### config.mk
export PLATFORM = sky130hd
export DESIGN_NAME = fetch_stage
export DESIGN_NICKNAME = d
export VERILOG_FILES = /design/src/rtl/riscv_pkg.sv /design/src/rtl/fetch_queue.sv /design/src/rtl/fetch_stage.sv
export SDC_FILE = /design/constraint.sdc
export NUM_CORES = 1
export LEC_CHECK = 0
export BUFFER_PORTS_ARGS = -buffer_cell sky130_fd_sc_hd__buf_2
export CAP_MARGIN = 20
export CORE_UTILIZATION = 25
export DETAILED_ROUTE_END_ITERATION = 8
export GPL_TIMING_DRIVEN = 0
export SLEW_MARGIN = 5
export SYNTH_ARGS = -nofsm -noshare
export SYNTH_HDL_FRONTEND = slang
export SYNTH_SLANG_ARGS = --single-unit
### constraint.sdc
create_clock -name clk -period 15.55 [get_ports clk]
set_clock_uncertainty 0.2 [all_clocks]
set_input_delay 2.3325 -clock clk [delete_from_list [all_inputs] [get_ports clk]]
set_output_delay 2.3325 -clock clk [all_outputs]
set_load 0.005 [all_outputs]
### src/rtl/riscv_pkg.sv
// Shared RV32 constants: widths, the canonical NOP and the decode field positions.
package riscv_pkg;

  localparam int unsigned RV_XLEN     = 32;
  localparam logic [31:0] RV_RESET_PC = 32'h0000_0000;
  localparam logic [31:0] NOP_INSTR   = 32'h0000_0013;

  localparam int unsigned OP_LSB = 0;
  localparam int unsigned F3_LSB = 12;
  localparam int unsigned F7_LSB = 25;

  function automatic logic [6:0] get_op(input logic [31:0] word);
    return word[OP_LSB +: 7];
  endfunction

  function automatic logic [2:0] get_funct3(input logic [31:0] word);
    return word[F3_LSB +: 3];
  endfunction

  function automatic logic [6:0] get_funct7(input logic [31:0] word);
    return word[F7_LSB +: 7];
  endfunction

endpackage

### src/rtl/fetch_queue.sv
// Small synchronous FIFO holding fetched {instr, pc} pairs; push into a full queue is
// accepted when a pop happens in the same cycle.
module fetch_queue #(
  parameter int unsigned DEPTH = 2,
  parameter int unsigned WIDTH = 64,
  localparam int unsigned CNT_W = $clog2(DEPTH + 1)
) (
  input  logic             clk,
  input  logic             rst,
  input  logic             flush,
  input  logic             push,
  input  logic [WIDTH-1:0] push_data,
  input  logic             pop,
  output logic [WIDTH-1:0] head,
  output logic [CNT_W-1:0] count,
  output logic             full,
  output logic             empty
);

  localparam int unsigned PTR_W = (DEPTH > 1) ? $clog2(DEPTH) : 1;

  logic [WIDTH-1:0] mem [DEPTH];
  logic [PTR_W-1:0] wr_ptr_q, rd_ptr_q;
  logic [CNT_W-1:0] count_q;
  logic             do_push, do_pop;

  function automatic logic [PTR_W-1:0] next_ptr(input logic [PTR_W-1:0] p);
    return (p == PTR_W'(DEPTH - 1)) ? '0 : p + 1'b1;
  endfunction

  assign empty   = (count_q == '0);
  assign full    = (count_q == CNT_W'(DEPTH));
  assign count   = count_q;
  assign head    = mem[rd_ptr_q];
  assign do_pop  = pop && !empty;
  assign do_push = push && (!full || do_pop);

  always_ff @(posedge clk) begin
    if (rst || flush) begin
      wr_ptr_q <= '0;
      rd_ptr_q <= '0;
      count_q  <= '0;
    end else begin
      if (do_push) wr_ptr_q <= next_ptr(wr_ptr_q);
      if (do_pop)  rd_ptr_q <= next_ptr(rd_ptr_q);
      count_q <= count_q + CNT_W'(do_push) - CNT_W'(do_pop);
    end
  end

  // Storage needs no reset; count gates visibility.
  always_ff @(posedge clk) begin
    if (do_push && !flush && !rst) mem[wr_ptr_q] <= push_data;
  end

endmodule

### src/rtl/fetch_stage.sv
// RV32 fetch stage: owns the PC, issues credit-limited in-order memory requests, buffers
// responses and presents the head instruction (with decoded fields) to decode.
module fetch_stage
  import riscv_pkg::*;
#(
  parameter int unsigned     XLEN     = RV_XLEN,
  parameter logic [XLEN-1:0] RESET_PC = XLEN'(RV_RESET_PC),
  parameter int unsigned     DEPTH    = 2
) (
  input  logic            clk,
  input  logic            rst,
  output logic            imem_req_valid,
  input  logic            imem_req_ready,
  output logic [XLEN-1:0] imem_addr,
  input  logic            imem_rsp_valid,
  input  logic [XLEN-1:0] imem_rdata,
  input  logic            redirect_valid,
  input  logic [XLEN-1:0] redirect_pc,
  output logic            instr_valid,
  input  logic            instr_ready,
  output logic [XLEN-1:0] instr,
  output logic [XLEN-1:0] instr_pc,
  output logic [6:0]      op,
  output logic [2:0]      funct3,
  output logic [6:0]      funct7
);

  localparam int unsigned CNT_W = $clog2(DEPTH + 1);

  logic [XLEN-1:0]   pc_q, pc_d;
  logic [CNT_W-1:0]  in_flight_q, in_flight_d;
  logic [CNT_W-1:0]  discard_q, discard_d;
  logic [CNT_W:0]    credits_used;
  logic              req_fire, rsp_keep, q_pop;
  logic [XLEN-1:0]   rsp_pc;
  logic [2*XLEN-1:0] q_head;
  logic [CNT_W-1:0]  q_count;
  logic              q_full, q_empty;

  assign credits_used   = {1'b0, in_flight_q} + {1'b0, q_count};
  assign imem_req_valid = !rst && !redirect_valid && (credits_used < (CNT_W + 1)'(DEPTH));
  assign imem_addr      = pc_q;
  assign req_fire       = imem_req_valid && imem_req_ready;

  // With nothing to discard, every outstanding request is contiguous and ends at pc_q,
  // so the oldest one (the one answering now) sits in_flight words behind it.
  assign rsp_pc   = pc_q - (XLEN'(in_flight_q) << 2);
  assign rsp_keep = imem_rsp_valid && (discard_q == '0) && !redirect_valid;
  assign q_pop    = instr_valid && instr_ready && !redirect_valid;

  always_comb begin
    in_flight_d = in_flight_q + CNT_W'(req_fire) - CNT_W'(imem_rsp_valid);
    discard_d   = discard_q;
    pc_d        = pc_q;
    if (redirect_valid) begin
      discard_d = in_flight_d;
      pc_d      = {redirect_pc[XLEN-1:2], 2'b00};
    end else begin
      if (imem_rsp_valid && (discard_q != '0)) discard_d = discard_q - 1'b1;
      if (req_fire) pc_d = pc_q + XLEN'(4);
    end
  end

  always_ff @(posedge clk) begin
    if (rst) begin
      pc_q        <= RESET_PC;
      in_flight_q <= '0;
      discard_q   <= '0;
    end else begin
      pc_q        <= pc_d;
      in_flight_q <= in_flight_d;
      discard_q   <= discard_d;
    end
  end

  fetch_queue #(
    .DEPTH (DEPTH),
    .WIDTH (2 * XLEN)
  ) u_queue (
    .clk       (clk),
    .rst       (rst),
    .flush     (redirect_valid),
    .push      (rsp_keep),
    .push_data ({imem_rdata, rsp_pc}),
    .pop       (q_pop),
    .head      (q_head),
    .count     (q_count),
    .full      (q_full),
    .empty     (q_empty)
  );

  assign instr_valid = !q_empty;
  assign instr       = q_empty ? XLEN'(NOP_INSTR) : q_head[2*XLEN-1:XLEN];
  assign instr_pc    = q_empty ? '0 : q_head[XLEN-1:0];
  assign op          = get_op(instr[31:0]);
  assign funct3      = get_funct3(instr[31:0]);
  assign funct7      = get_funct7(instr[31:0]);

  // Credits guarantee a free slot for every response; a word arriving into a full queue
  // means memory broke the request/response protocol.
  always_ff @(posedge clk) begin
    if (!rst) assert (!(imem_rsp_valid && q_full));
  end

endmodule
; ---- Word-level counts from Yosys, hierarchy flattened
; Memory sizes are Yosys's and may differ from the RTL's. A register that Yosys moved wholly into a read port is not among the register bits.
; Index checks and enable logic that the tools add are counted.
[word_totals]
mem_bits_rw = 128
n_memories = 1
romBits = 0
in_bits = 70
latch_bits = 0
word_cells = 56
register_bits = 40
output_inout_bits = 115
[op_classes]
bitwise_logic = 0
add_sub_neg = 10
shift = 0
n_reduce_logical = 24
n_lt_le_gt_ge = 1
n_mul = 0
div = 0
n_mux = 12
eq_ne = 1
[mem_list]
columns = name, words, width, rd, rd_clocked_by_memory_dff, write_ports, line_no
row1 = u_queue.mem, 2, 64, 1, 1, 1, fetch_queue.sv:22  ; logic [WIDTH-1:0] mem [DEPTH];
[op_table]
columns = operator, count
row1 = two-way mux 32 bit, 4
row2 = adder 32 x 3 -> 32 bit (second input constant), 1
row3 = subtractor 32 x 4 -> 32 bit, 1
row4 = logical AND 1 bit, 12
row5 = two-way mux 1 bit, 6
row6 = nonzero test 2 bit, 3
row7 = adder 2 x 1 -> 2 bit, 2
row8 = logical NOT 1 bit, 4
row9 = logical NOT 2 bit, 2
row10 = two-way mux 2 bit, 2
row11 = subtractor 2 x 1 -> 2 bit, 2
row12 = adder 2 x 2 -> 3 bit, 1
row13 = < comparator 3 x 2 -> 1 bit (second input constant), 1
row14 = adder 1 bit (second input constant), 2
row15 = equality test 2 bit (second input constant), 1
row16 = logical OR 1 bit, 2
row17 = OR reduction 2 bit, 1
row18 = subtractor 2 x 1 -> 2 bit (second input constant), 1

; ---- Longest topological paths before layout
; Gate-level depths: netlist of run 1.
[logic_depth]
ltp_word = 11
ltp_mapped = 11
depth_no_buf = 11

; ---- Modules after synthesis
; Synthesis of run 1 repeated with hierarchy kept, for this count alone.
[hier_totals]
hier_cells = 679
area_unflattened_um2 = 8122.8
[modules_own_cells]
columns = mod, cells_per_inst, area_per_inst_um2, n_inst, seq_area_each_um2
row1 = fetch_queue, 229, 4849.7, 1, 3943.8
row2 = fetch_stage, 450, 3273.1, 1, 680.7

; ---- Least setup slack after synthesis of run 1
; OpenSTA, ideal clock, no wires.
[synth_path]
path_type = input -> register
start = input port rst
end = memory u_queue.mem[1][10] (enable)
slack_ns = 7.471
t_required_ns = 14.779
setup_ns = 0.571
arrival_time_ns = 7.308
cell_stages = 3
cell_sequence = clkbuf_1 > buf_1 > nor3b_1
[synth_via]
elab_chain_len = 4
[synth_lines]
columns = item, line_no
row1 = from (decl), fetch_stage.sv:11  ; input logic rst,
row2 = logical NOT 1 bit, fetch_queue.sv:52  ; if (do_push && !flush && !rst) mem[wr_ptr_q] <= push_data;
row3 = logical AND 1 bit, fetch_queue.sv:52
row4 = two-way mux 1 bit, fetch_queue.sv:52
row5 = two-way mux 1 bit (implied by the code), fetch_queue.sv:52
row6 = to (decl), fetch_queue.sv:22
; No other way between the ends.

; ---- Final worst setup path of run 1
[layout_path]
start = input port rst
end = output port imem_req_valid
[layout_via]
elab_chain_len = 3
[layout_lines]
columns = item, line_no
row1 = logical NOT 1 bit, fetch_stage.sv:41  ; assign imem_req_valid = !rst && !redirect_valid && (credits_used < (CNT_W + 1)'(DEPTH));
row2 = logical AND 1 bit (2 in series), fetch_stage.sv:41
row3 = to (decl), fetch_stage.sv:12  ; output logic imem_req_valid,
; No other way between the ends.

==> results.ini, run 1 <==
[run_status]
status=completed

[detailed_routing]
drc=0
vias_per_cell=4.27
route.met3.wl_mm=1.14
drt_wl_total_mm=20.0
avgRoutedWirePerCell_um=15.6
drtAntennaViolNets=0
highest_layer=met5
wirelength_met1_mm=9.36
dr.first_iter.drc_count=301
dr.pass1.iters=4
via_count=5484
wl_met2_mm=9.31

[power]
p_leak_nw=3.93
vdd_ir_drop_max_v=0.0000731
power_per_cell_area_nw_per_um2=109

[cts]
clk_latency_ns=0.43
cts_num_sinks=163
cts_buffer_depth=2
cts-htree-levels=4
tritoncts=yes
cts_buffers=17
clk_root_buffer_cell=clkbuf_16
cts-hold-fix-buffers=0
post_cts_resize_count=0
post_cts_buffers=0
path_clk_slew_ns=0.06

[global_route]
grt_max_degree=17
antenna_found_initial=1
grtUsageTotal_pct=12.8
grt_overflow=0
grt_pass1_vias=5334
grt_pass1_wl_mm=30.4

[place]
dp_hpwl_mm=15.3
place_ws_ns=9.38
dp_cells=1252
port_buffers=176
gp_congestion=0.786

[logic_synthesis]
ys_warn_count=0
seq_area_frac_synth_pct=58.0
ys_seq_elements=163
synth_cell_types=54
synthCells=664
avgSynthCellArea_um2=11.7
synthesis.area_um2=7770
synth.top_cell.area_share_pct=47.9
synth_async_sr_flop_share_pct=0
synthTopCellsByCount=124 x edfxtp_1, 104 x nor2_1, 69 x mux2i_1
yosys.area.top_type=edfxtp_1
netlist_top_cells_area=edfxtp_1 48%, dfxtp_1 10%, mux2i_1 8.9%
synth_edf_count=124
synthFlopType=edfxtp_1
yosys.cell_count.top_type=edfxtp_1

[die]
dieArea_um2=31800
num_io_pins=185
coreArea_um2=30600
core.rowCount=64
fp.dieW_um=178
die_y_um=178
start_util_pct=25.4

[setup_path]
endpoint_kind=primary output
crit_path_start_kind=input pin
worstPathCellList=clkbuf_1 -> or2_2 -> clkbuf_1 -> nor3_1 -> buf_2
cpMostUsedCell=clkbuf_1
crit_path_top_delay_cell=nor3_1
critical-path-max-stage-delay_ns=0.35
crit_type=input pin to primary output
path_max_fanout=10
critPathArrivalTime_ns=3.64
critPathRequiredTime_ns=13.02

[sta]
tns_ns=0
maxSlewViolCount=0
fmax_mhz=162
finalSetupViolCount=0
slew_headroom_pct=34.1
worst_slack_ns=9.38
hold_violations=0
period_needed_ns=6.17
tightest_slew_ns=0.983
rsz0062_at_grt=no
finalCritPeriodShare_pct=39.7

[layout]
utilization_pct=32.3
diodes=0
fin_nets=955
finalNonFillerCells=1284
drive_above_1_share_pct=30.3
area_growth_pct=27.3

[min_path]
worstHoldPathType=flip-flop to flip-flop

[run]
max_cap_violations=0

==> metrics by stage <==
stage          total power, W  instance area (um2)  hold slack [ns]
2_1_floorplan        0.000594                 7780            0.272
3_5_place_dp         0.000648                 9280            0.320
4_1_cts               0.00109                 9880            0.333
6_report              0.00107                 9880            0.328
3_3_place_gp         0.000644                 9150            0.284
5_1_grt               0.00112                 9880            0.387
==> registers in the layout (all words and copies together), names as in the netlist, named ones only <==
register and flops:
u_queue.mem 124, imem_addr 30, discard_q 2, in_flight_q 2, u_queue.count 2, u_queue.rd_ptr_q 1
u_queue.wr_ptr_q 1
==> layout by cell type, fill, tap and decap left out, types with 4 or more instances in the layout <==
cell type,synthesis,final
a21oi_1,23,23
buf_1,10,10
buf_2,8,184
buf_4,21,28
buf_6,2,8
clkbuf_1,24,26
clkbuf_16,0,17
conb_1,1,4
dfxtp_1,39,39
edfxtp_1,124,124
ha_1,8,8
inv_1,28,28
mux2i_1,69,69
nand2_1,25,25
nand3_1,16,16
nand4_1,13,13
nor2_1,104,104
nor2b_1,5,5
nor3_1,10,9
nor4_1,4,4
nor4_2,4,4
o21a_1,13,13
o22ai_1,4,4
xnor2_1,29,29
xor2_1,31,31
==> final timing paths <==
path,startpoint,to,slack [ns],cells after the start
worst max-delay path,rst,imem_req_valid,9.38,5
worst min-delay path,u_queue.rd_ptr_q,u_queue.rd_ptr_q,0.33,2
worst max register to register,in_flight_q[0],discard_q[1],12.35,11
worst min register to register,u_queue.rd_ptr_q,u_queue.rd_ptr_q,0.33,2
==> layout make-up <==
cell class / count / area, um2
multi-input combinational: 411 / 2830
timing repair buffer: 189 / 1000
clock buffer: 20 / 447
sequential: 163 / 4500
inverter: 28 / 105
buffer: 65 / 348
fill: 3162 / 20700
clock inverter: 12 / 154
tap: 396 / 495
==> per-layer routing <==
metal,vias to the layer above,GRT usage (%)
li1,2722,-
met1,2595,17.1
met2,148,20.3
met3,17,3.03
met4,2,4.52
met5,-,0
==> report_power, final <==
group	internal [W]	switching (W)
clock	0.000258	0.000178
combinational	0.0000573	0.0000769
sequential	0.000491	0.0000114
total	0.000806	0.000267
==> critical path: cells and delay by family <==
kind,cells,cell delay [ns]
buffers and inverters,3,0.60
AND/OR/NAND/NOR,2,0.69
==> kinds of logic after synthesis <==
logic type / Yosys count / synth area share [%]
simple gates: 220 / 14.9
flops: 163 / 58.0
buf+inv: 93 / 5.83
mux: 69 / 8.89
xor+xnor: 60 / 6.77
compound gates: 48 / 3.75
fa+ha+maj: 10 / 1.80
other cells: 1 / 0.0483
(Power assumes the default switching activity.)
==> run 2, diff against run 1 <==
==> constraint.sdc (replaced) <==
create_clock -name clk -period 6.4 [get_ports clk]
set_clock_uncertainty 0.2 [all_clocks]
set_input_delay 0.96 -clock clk [delete_from_list [all_inputs] [get_ports clk]]
set_output_delay 0.96 -clock clk [all_outputs]
set_load 0.005 [all_outputs]
==> run 2 against run 1 <==
  * Combinational power rose by 140%
  * Critical path type is now flip-flop to primary output
  * Die area did not move
  * First-iteration DRC count is 15% lower
  * Clock power is 120% higher
  * Critical path depth stayed put
  * Highest routed layer is now met4
  * Final cell count down 0.39%
  * Register-to-register slack lost 9.1 ns
  * Core utilization is 0.074 points higher
  * Non-clock buffer count shrank 5
==> results.ini, run 2 (synthesis results as in run 1) <==
[run_status]
status=completed

[cts]
clk_root_buffer_cell=clkbuf_16
cts_buffers=17
post_cts_buffers=0
cts-htree-levels=4
cts_num_sinks=163
clk_latency_ns=0.43
post_cts_resize_count=0
path_clk_slew_ns=0.06
cts-hold-fix-buffers=0
tritoncts=yes
cts_buffer_depth=2

[setup_path]
crit_path_start_kind=flip-flop
endpoint_kind=primary output
critPathRequiredTime_ns=5.24
rrSetupSlack_ns=3.26
rr_worst_depth=11
critPathArrivalTime_ns=2.52
crit_type=flip-flop to primary output
path_max_fanout=10

[sta]
fmax_mhz=272
finalSetupViolCount=0
rsz0062_at_grt=no
period_needed_ns=3.68
tightest_slew_ns=0.910
slew_headroom_pct=39.2
maxSlewViolCount=0
whs_ns=0.308
hold_violations=0
finalCritPeriodShare_pct=57.5

[place]
place_area_um2=9350
dp_hpwl_mm=14.9
port_buffers=176
gp_congestion=0.803

[layout]
diodes=0
seq_area_um2=4500
design_area_um2=9910
fillers=3160
drive_above_1_share_pct=30.1
largest_register=u_queue.mem
largest_register_ffs=124
area_growth_pct=27.6
fin_nets=950
mostFrequentLayoutCell=buf_2
multi_input_area_um2=2840
final_cell_mix=184 x buf_2, 124 x edfxtp_1, 104 x nor2_1, 69 x mux2i_1, 39 x dfxtp_1

[detailed_routing]
dr.first_iter.drc_count=257
dr.pass1.iters=4
avgRoutedWirePerCell_um=15.1
vias_per_cell=4.27
via_count=5462
drc=0
drt_wl_total_mm=19.4
drtAntennaViolNets=0

[global_route]
grt_pass1_vias=5125
grt_max_degree=17
antenna_found_initial=1
grt_overflow=0
grt_pass1_wl_mm=28.9
grtUsageTotal_pct=12.2

[min_path]
worstHoldPathType=flip-flop to flip-flop
min_path_cells=2

[die]
fp.dieW_um=178
core.rowCount=64
dieArea_um2=31800
start_util_pct=25.4
coreArea_um2=30600
die_y_um=178
num_io_pins=185

[power]
vdd_ir_drop_max_v=0.000155
p_leak_nw=3.92
power_per_cell_area_nw_per_um2=255

[run]
max_cap_violations=0

[run 2: cell count changes in the layout (fill, tap and decap cells not counted), sizes merged]
cell,before,now
clkinv,6,9
inv,30,31
clkbuf,44,41
buf,230,225
bufinv,3,1
clkinvlp,1,2
[run 2: worst paths after layout]
| kind | end | startpoint |
|---|---|---|
| max | instr_pc[21] | u_queue.count[1] |
| min | flip-flop | u_queue.rd_ptr_q |
| max reg2reg | discard_q[1] | u_queue.count[0] |
| min reg2reg | flip-flop | u_queue.rd_ptr_q |
[run 2: metrics by stage]
step / setup WS [ns] / utilization (%) / TNS, ns / cells / total power (W)
3_3_place_gp: -0.124 / 30.0 / -9.45 / 1239 / 0.00156
2_1_floorplan: 1.89 / - / 0 / 667 / 0.00144
6_report: 2.72 / 32.4 / 0 / 1279 / 0.00253
4_1_cts: 2.55 / 32.4 / 0 / 1279 / 0.00256
5_1_grt: 2.41 / 32.4 / 0 / 1279 / 0.00264
3_5_place_dp: 2.91 / 30.6 / 0 / 1247 / 0.00158
[run 2: final cells by class]
class / instances / share of cell area, %
flip-flops and latches: 163 / 45.5
multi-input cells: 411 / 28.7
repair buffers: 184 / 10.6
well taps: 396 / 5.00
clock buffers: 17 / 4.29
plain buffers: 65 / 3.51
clock inverters: 15 / 1.36
inverters: 28 / 1.06
[run 2: per-layer routing]
metal  global-route usage (%)  vias to the layer above  part of all wire, %
met4                     4.56                        0                  1.6
met1                     16.7                     2553                   49
met2                     19.2                      172                   46
li1                         -                     2716                    -
met5                        0                        -                    0
met3                     2.17                       21                  4.2
[run 2: power by group]
group	internal [W]	total (W)	switching, W
Clock	0.000539	0.000977	0.000438
Sequential	0.00119	0.00122	0.0000276
Combinational	0.000142	0.000328	0.000186
[run 2: worst max-delay path, stage by stage, from the launching register on]
cell,delay (ns)
dfxtp_1,0.37
nor2_1,0.59
clkbuf_1,0.54
buf_1,0.36
nor2_1,0.09
buf_2,0.14
==> run 3, diff against run 2 <==
==> constraint.sdc (replaced) <==
create_clock -name clk -period 3.7 [get_ports clk]
set_clock_uncertainty 0.2 [all_clocks]
set_input_delay 0.555 -clock clk [delete_from_list [all_inputs] [get_ports clk]]
set_output_delay 0.555 -clock clk [all_outputs]
set_load 0.005 [all_outputs]
==> run 3 against run 2 <==
  * Global-route usage is 0.45 points higher
  * Die area did not move
  * Total power increased by 75%
  * Worst hold slack lost 0.19 ns
  * First-iteration DRC count is 11% lower
  * Final area stayed put
  * Sequential cell count unchanged
  * Clock-buffer cell count increased by 5
  * Largest cell class unchanged
  * Critical endpoint is now instr[26]
  * Non-clock buffer count did not move
  * Wire length up 1.8%
  * Clock power increased by 77%
==> results.ini, run 3 (synthesis results as in run 1) <==
[layout]
design_area_um2=9910
final_cell_mix=184 x buf_2, 124 x edfxtp_1, 104 x nor2_1, 69 x mux2i_1, 39 x dfxtp_1
area_growth_pct=27.6
finalNonFillerCells=1279
diodes=0
utilization_pct=32.4
largest_register_ffs=124
mostFrequentLayoutCell=buf_2
largest_register=u_queue.mem
fillers=3152
drive_above_1_share_pct=30.4
fin_nets=950

[global_route]
grt_pass1_wl_mm=30.0
grtUsageTotal_pct=12.7
grt_max_degree=19
antenna_found_initial=1
grt_busiest_layer=met2
grt_pass1_vias=5334
grt_overflow=0
use_met1_pct=16.5
met3_usage_pct=3.15
grt_util_met2_pct=20.5

[die]
die_y_um=178
coreArea_um2=30600
fp.dieW_um=178
dieArea_um2=31800
core.rowCount=64
num_io_pins=185
start_util_pct=25.4

[cts]
cts_buffers=17
clk_latency_ns=0.43
cts_buffer_depth=2
cts-htree-levels=4
post_cts_resize_count=0
tritoncts=yes
path_clk_slew_ns=0.06
cts-hold-fix-buffers=0
clk_root_buffer_cell=clkbuf_16
cts_num_sinks=163
post_cts_buffers=0

[place]
dp_cells=1247
gp_congestion=0.780
dp_hpwl_mm=15.1
port_buffers=176
place_area_um2=9320

[detailed_routing]
dr.pass1.iters=4
drt_wl_total_mm=19.7
via_count=5451
dr.first_iter.drc_count=229
drc=0
drtAntennaViolNets=0
vias_per_cell=4.26
avgRoutedWirePerCell_um=15.4

[min_path]
worstHoldPathType=input pin to flip-flop

[sta]
maxSlewViolCount=0
slew_headroom_pct=45.0
hold_violations=0
period_needed_ns=3.28
tightest_slew_ns=0.818
fmax_mhz=305
finalCritPeriodShare_pct=88.7
finalSetupViolCount=0
rsz0062_at_grt=no

[power]
vdd_ir_drop_max_v=0.000299
p_leak_nw=3.93
power_per_cell_area_nw_per_um2=445

[setup_path]
critPathArrivalTime_ns=2.53
endpoint_kind=primary output
crit_path_start_kind=flip-flop
crit_type=flip-flop to primary output
path_max_fanout=10
critPathRequiredTime_ns=2.94

[run_status]
status=completed

[run]
max_cap_violations=0

==> run 3: cell count changes in the layout (fill, tap and decap cells not counted), moves of 3 or more <==
cell / before / now
clkbuf_8: 0 / 4
clkinv_4: 5 / 2
inv_4: 0 / 3
inv_6: 2 / 5
==> run 3: final cells by class <==
class                      instances  area, um2  share of cell area [%]
buffer                            65        348                    3.51
clock buffer                      22        505                    5.10
clock inverter                    10       80.1                   0.808
inverter                          28        105                    1.06
multi-input combinational        411       2840                    28.7
sequential                       163       4500                    45.5
tap                              396        495                    5.00
timing repair buffer             184       1030                    10.4
==> run 3: metrics by stage <==
step	hold slack (ns)	total power, W	worst slack [ns]	TNS (ns)
after floorplan	0.272	0.00250	0.421	0
after global placement	0.284	0.00270	-0.829	-92.83
after detailed placement	0.301	0.00273	0.507	0
after CTS	0.0881	0.00449	0.210	0
after global routing	0.0921	0.00463	0.122	0
final	0.119	0.00441	0.419	0
==> run 3: final timing paths <==
kind | start | end | slack (ns) | cells past startpoint
worst max-delay path | flip-flop | instr[26] | 0.42 | 6
worst min-delay path | imem_rdata[28] | u_queue.mem[1][60] | 0.12 | 1
worst max register to register | in_flight_q[0] | discard_q[1] | 0.52 | 11
worst min register to register | u_queue.rd_ptr_q | u_queue.rd_ptr_q | 0.31 | 2
==> run 3: layer usage <==
layer / part of all wire [%] / wire (um)
met1: 47 / 9190
met2: 47 / 9210
met3: 5.7 / 1120
met4: 1.1 / 212
met5: 0.061 / 12
==> run 3: power breakdown <==
part / internal, W / switching [W] / total (W)
logic: 0.000244 / 0.000324 / 0.000568
clock network: 0.000986 / 0.000748 / 0.00173
registers: 0.00206 / 0.0000475 / 0.00211
total: 0.00329 / 0.00112 / 0.00441
==> run 3: worst max-delay path, cell delays in order, from the launching register on <==
cell and delay (ns):
dfxtp_1 0.31, clkbuf_1 0.50, buf_1 0.68, mux2i_1 0.28, nor2_1 0.07, buf_4 0.15
buf_2 0.11
